`config.mk`:
```
export PLATFORM = sky130hd
export DESIGN_NAME = rv32_lsu
export DESIGN_NICKNAME = d
export VERILOG_FILES = /design/src/rtl/rv32_lsu.sv
export SDC_FILE = /design/constraint.sdc
export NUM_CORES = 1
export LEC_CHECK = 0
export BUFFER_PORTS_ARGS = -buffer_cell sky130_fd_sc_hd__buf_2
export CAP_MARGIN = 25
export CORE_ASPECT_RATIO = 1.4
export CORE_MARGIN = 3
export CORE_UTILIZATION = 44
export DETAILED_ROUTE_END_ITERATION = 12
export PLACE_DENSITY = 0.84
export SLEW_MARGIN = 10
export SYNTH_ARGS = -nofsm -noshare
export SYNTH_HDL_FRONTEND = slang
export SYNTH_SLANG_ARGS = --single-unit
```
`constraint.sdc`:
```
create_clock -name clk -period 3.2 [get_ports clk]
set_input_delay 0.32 -clock clk [delete_from_list [all_inputs] [get_ports clk]]
set_output_delay 0.32 -clock clk [all_outputs]
set_load 0.02 [all_outputs]
```
`src/rtl/rv32_lsu.sv`:
```
`default_nettype none
//==============================================================================
// Module  : rv32_lsu
// Brief   : RV32I load/store unit driving a byte-write-enable data BRAM
//           with a one-cycle synchronous read and a valid/ready response.
// Revision: 1.0 - initial release
//==============================================================================
module rv32_lsu #(
    parameter logic [31:0] BASE_ADDR   = 32'h0000_0000,
    parameter int          DEPTH_WORDS = 4096
) (
    input  logic        clk,
    input  logic        rst,
    input  logic        req_valid,
    output logic        req_ready,
    input  logic        req_we,
    input  logic [2:0]  req_funct3,
    input  logic [31:0] req_addr,
    input  logic [31:0] req_wdata,
    output logic        resp_valid,
    input  logic        resp_ready,
    output logic [31:0] resp_rdata,
    output logic [1:0]  resp_cause,
    output logic [3:0]  mem_we,
    output logic [31:0] mem_addr,
    output logic [31:0] mem_wd,
    input  logic [31:0] mem_rd
);

    localparam logic [1:0]  c_st_idle   = 2'd0;
    localparam logic [1:0]  c_st_access = 2'd1;
    localparam logic [1:0]  c_st_wait   = 2'd2;
    localparam logic [1:0]  c_st_resp   = 2'd3;
    localparam logic [32:0] c_span      = 33'(4 * DEPTH_WORDS);

    logic [1:0]  r_state;
    logic        r_we;
    logic [2:0]  r_funct3;
    logic [1:0]  r_cause;

    logic [32:0] w_offset;
    logic        w_in_range;
    logic [1:0]  w_cause;
    logic [3:0]  w_be;
    logic [31:0] w_wd;
    logic [31:0] w_lane;
    logic [31:0] w_ext;
    logic [31:0] w_load;

    assign req_ready = (r_state == c_st_idle);

    // 33-bit subtraction: a borrow into bit 32 means the address is below the window
    assign w_offset   = {1'b0, req_addr} - {1'b0, BASE_ADDR};
    assign w_in_range = ~w_offset[32] && (w_offset < c_span);

    always_comb begin
        w_cause = 2'b00;
        if ((req_funct3 == 3'b011) || (req_funct3[2:1] == 2'b11) || (req_we && req_funct3[2]))
            w_cause = 2'b11;
        else if (((req_funct3[1:0] == 2'b01) && req_addr[0]) ||
                 ((req_funct3[1:0] == 2'b10) && (req_addr[1:0] != 2'b00)))
            w_cause = 2'b01;
        else if (!w_in_range)
            w_cause = 2'b10;
    end

    always_comb begin
        w_be = 4'b1111;
        w_wd = req_wdata;
        case (req_funct3[1:0])
            2'b00: begin
                w_be = 4'b0001 << req_addr[1:0];
                w_wd = {4{req_wdata[7:0]}};
            end
            2'b01: begin
                w_be = 4'b0011 << req_addr[1:0];
                w_wd = {2{req_wdata[15:0]}};
            end
            default: begin
                w_be = 4'b1111;
                w_wd = req_wdata;
            end
        endcase
    end

    // mem_addr still holds the request address, so its low bits select the lane
    assign w_lane = mem_rd >> {mem_addr[1:0], 3'b000};

    always_comb begin
        w_ext = mem_rd;
        case (r_funct3)
            3'b000:  w_ext = {{24{w_lane[7]}}, w_lane[7:0]};
            3'b100:  w_ext = {24'h0, w_lane[7:0]};
            3'b001:  w_ext = {{16{w_lane[15]}}, w_lane[15:0]};
            3'b101:  w_ext = {16'h0, w_lane[15:0]};
            default: w_ext = mem_rd;
        endcase
    end

    assign w_load = ((r_cause == 2'b00) && !r_we) ? w_ext : 32'h0;

    always_ff @(posedge clk or posedge rst) begin
        if (rst) begin
            r_state    <= c_st_idle;
            r_we       <= 1'b0;
            r_funct3   <= 3'b000;
            r_cause    <= 2'b00;
            resp_valid <= 1'b0;
            resp_rdata <= 32'h0;
            resp_cause <= 2'b00;
            mem_we     <= 4'b0000;
            mem_addr   <= 32'h0;
            mem_wd     <= 32'h0;
        end else begin
            case (r_state)
                c_st_idle: begin
                    if (req_valid) begin
                        r_we     <= req_we;
                        r_funct3 <= req_funct3;
                        r_cause  <= w_cause;
                        mem_addr <= req_addr;
                        mem_wd   <= w_wd;
                        mem_we   <= (req_we && (w_cause == 2'b00)) ? w_be : 4'b0000;
                        r_state  <= c_st_access;
                    end
                end
                c_st_access: begin
                    mem_we  <= 4'b0000;
                    r_state <= c_st_wait;
                end
                c_st_wait: begin
                    resp_rdata <= w_load;
                    resp_cause <= r_cause;
                    resp_valid <= 1'b1;
                    r_state    <= c_st_resp;
                end
                c_st_resp: begin
                    if (resp_ready) begin
                        resp_valid <= 1'b0;
                        r_state    <= c_st_idle;
                    end
                end
                default: r_state <= c_st_idle;
            endcase
        end
    end

endmodule
`default_nettype wire

```
==> results by group <==
Clock network
  • CTS tree: done
  • CTS sink cnt: 111
  • CTS Buf Count: 9
  • Clock Tree Root: clkbuf_16
  • Setup Buffers After CTS: 0
  • Worst skew pair latency: 350 ps
  • Post_cts resized: 0
  • Clock Tree Buf Depth: 2
  • Cts hold-fix bufs: 0
  • Clk slew on worst S/H paths: 70 ps
  • # H-tree levels: 3

Critical path
  • Kind of start point of the critical path: register
  • Crit path required time: about 3500 ps
  • Worst Path Max Fanout: 16
  • Crit Path Class: reg2reg
  • Crit path arrival time: 2800 ps
  • Crit. End Element: register

Yosys
  • Most common cell in the synthesized netlist: dfrtp_1
  • Post-Syn Nets: between 500 and 600
  • Ys async rst share: between 90% and 100%
  • Post-synth EDFFs: 0
  • Syn Area/Cell: between 10 and 15 um2
  • FF+latch count, synth: roughly 110
  • Yosys warns: 0
  • Register area share after synthesis: 53.9%
  • Synth Cell Area: just over 0.005 mm2
  • Synth area leaders: dfrtp_1 (54%), mux2_2 (11%), mux2i_1 (6.2%)
  • Post-synth cell types: between 40 and 50
  • Commonest cells in the netlist: dfrtp_1 (111), mux2_2 (49), o21ai_0 (39)
  • Syn Inst Count: about 450
  • Yosys top cell by area: dfrtp_1
  • Synth top area share: between 50 and 60%
  • Top_reg_cell synth: dfrtp_1

Flow run
  • Number of max-cap violations: 0

Drt
  • WL per Instance: around 18 um
  • Final ANT Viol Nets: 0
  • WL final: 14200 um
  • DRT iter0 DRCs: ~240
  • Via density: about 5.6
  • Initial DRT Pass Iterations: 5
  • Residual DRC: 0
  • Vias: ~4400

Die
  • DIE AREA: around 0.013 mm2
  • Die Y: 134 um
  • CORE AREA: approximately 0.011 mm2
  • Starting utilization of the core area: a little under half
  • Die width: approximately 100 um
  • Rows: 46
  • # IOs: between 200 and 250

Timing
  • Hold Slack: around 150 ps
  • Final slew viol count: 0
  • Final setup TNS: 0 ps
  • RSZ-0062 raised after global routing: false
  • Setup Skew: approximately 8.4 ps
  • Max Clk Rate: a little under 400 MHz
  • Tcrit/Tclk final: 78.8%
  • Count of final hold-check violations: 0
  • Final min period: ~2500 ps
  • Rel. slew slack: 37.4%
  • Worst slew pin tran: approximately 940 ps
  • Endpoints failing setup: 0

Cells and area
  • Post-Layout Cell Count: roughly 790
  • Layout cells sized above 1: between 40 and 50%
  • Fill cell count: a little over 1000
  • Antenna diodes: 0
  • Area of the multi-input gates: 0.00222 mm2
  • Final nets: roughly 750
  • Area growth from synthesis to final layout: 27.8%
  • Seq. cell area: 0.00278 mm2

Placement
  • I/O Buffers: slightly above 200
  • DP HPWL: between 10000 and 15000 um
  • Placed Cells: 775
  • Placer Congestion: about 0.83

Power and ir drop
  • Final Power: 0.00632 W
  • P_leak: roughly 3.3 nW
  • Power Density: roughly 960 mW/mm2
  • VDD IR-drop max: around 0.55 mV

GRT
  • First-pass GRT wire length: between 20000 and 25000 um
  • GRT Util Overall: 21.7%
  • Vias in the first global route: about 4600
  • Initial antenna violation count: 0
  • Grt ovf: 0
  • Largest net degree at the start of global routing: a little under 100

Hold path
  • Hold/Removal Path Class: in2async

Status
  • Status: finished clean
## path summary, 6_finish.rpt
check | end | slack (ps) | cells after the start | startpoint
hold / removal | mem_addr[29] | 150 | 3 | rst
max in group asynchronous | mem_wd[24] | 2390 | 3 | rst
setup / recovery | resp_rdata[30] | 680 | 5 | r_state[0]
hold reg to reg | mem_wd[29] | 480 | 2 | mem_wd[29]
setup reg to reg | resp_rdata[30] | 680 | 5 | r_state[0]
min in group clk | resp_valid | 190 | 2 | resp_ready
## routing by layer
metal	track usage (%)	part of all wire (%)	up-vias
met2	38.9	52	201
met5	0	0	-
li1	-	-	2026
met4	9.70	3.2	0
met3	5.93	7.9	38
met1	23.8	37	2153
## report_power, final
| part | switching [W] | internal [W] |
|---|---|---|
| Clock | 0.000513 | 0.000572 |
| Sequential | 0.000446 | 0.00200 |
| Combinational | 0.00167 | 0.00112 |
## worst max-delay path, cell delays in order, from the launching register on
cell       delay [ps]
dfrtp_1           420
inv_1             100
ha_1              280
or4b_1            640
a2111oi_4         780
a221o_1           220
## flip-flops by register name (all words and copies together), names as in the netlist
| name | count |
|---|---|
| mem_addr | 32 |
| resp_valid | 1 |
| mem_we | 4 |
| mem_wd | 32 |
| resp_rdata | 32 |
| r_cause | 2 |
| r_state | 2 |
| resp_cause | 2 |
| r_funct3 | 3 |
| r_we | 1 |
## stage by stage
stage	setup WS, ps	util [%]	cell area (um2)
2_1_floorplan	1170	-	5160
3_3_place_gp	787	55.1	6280
3_5_place_dp	714	55.1	6280
4_1_cts	682	57.6	6560
5_1_grt	502	57.8	6590
6_report	677	57.8	6590
## layout by cell type (no fill, tap or decap), types with 6 or more instances in the layout
| cell type | count |
|---|---|
| buf_2 | 207 |
| dfrtp_1 | 111 |
| mux2_2 | 49 |
| o21ai_0 | 39 |
| nand2_1 | 36 |
| mux2i_1 | 32 |
| nor2_1 | 30 |
| a21oi_1 | 20 |
| a221o_1 | 18 |
| clkbuf_16 | 9 |
| inv_1 | 7 |
| a22oi_1 | 7 |
| nand2b_1 | 7 |
| o2bb2ai_1 | 6 |
| and2_1 | 6 |
## cell families after synthesis
kind of cell    after synthesis  share of synthesized area (%)
mux                          81                           16.9
simple gates                109                           10.4
compound gates              107                           14.6
fa+ha+maj                     4                          0.971
buf+inv                      39                           3.23
flops                       111                           53.9
## cell type report
cell class	instances	share of cell area, %
clock buffers	12	3.89
clock inverters	4	0.456
inverters	8	0.513
multi-input cells	301	33.7
flip-flops and latches	111	42.1
well taps	144	2.73
repair buffers	212	16.6
(Power assumes the default switching activity.)
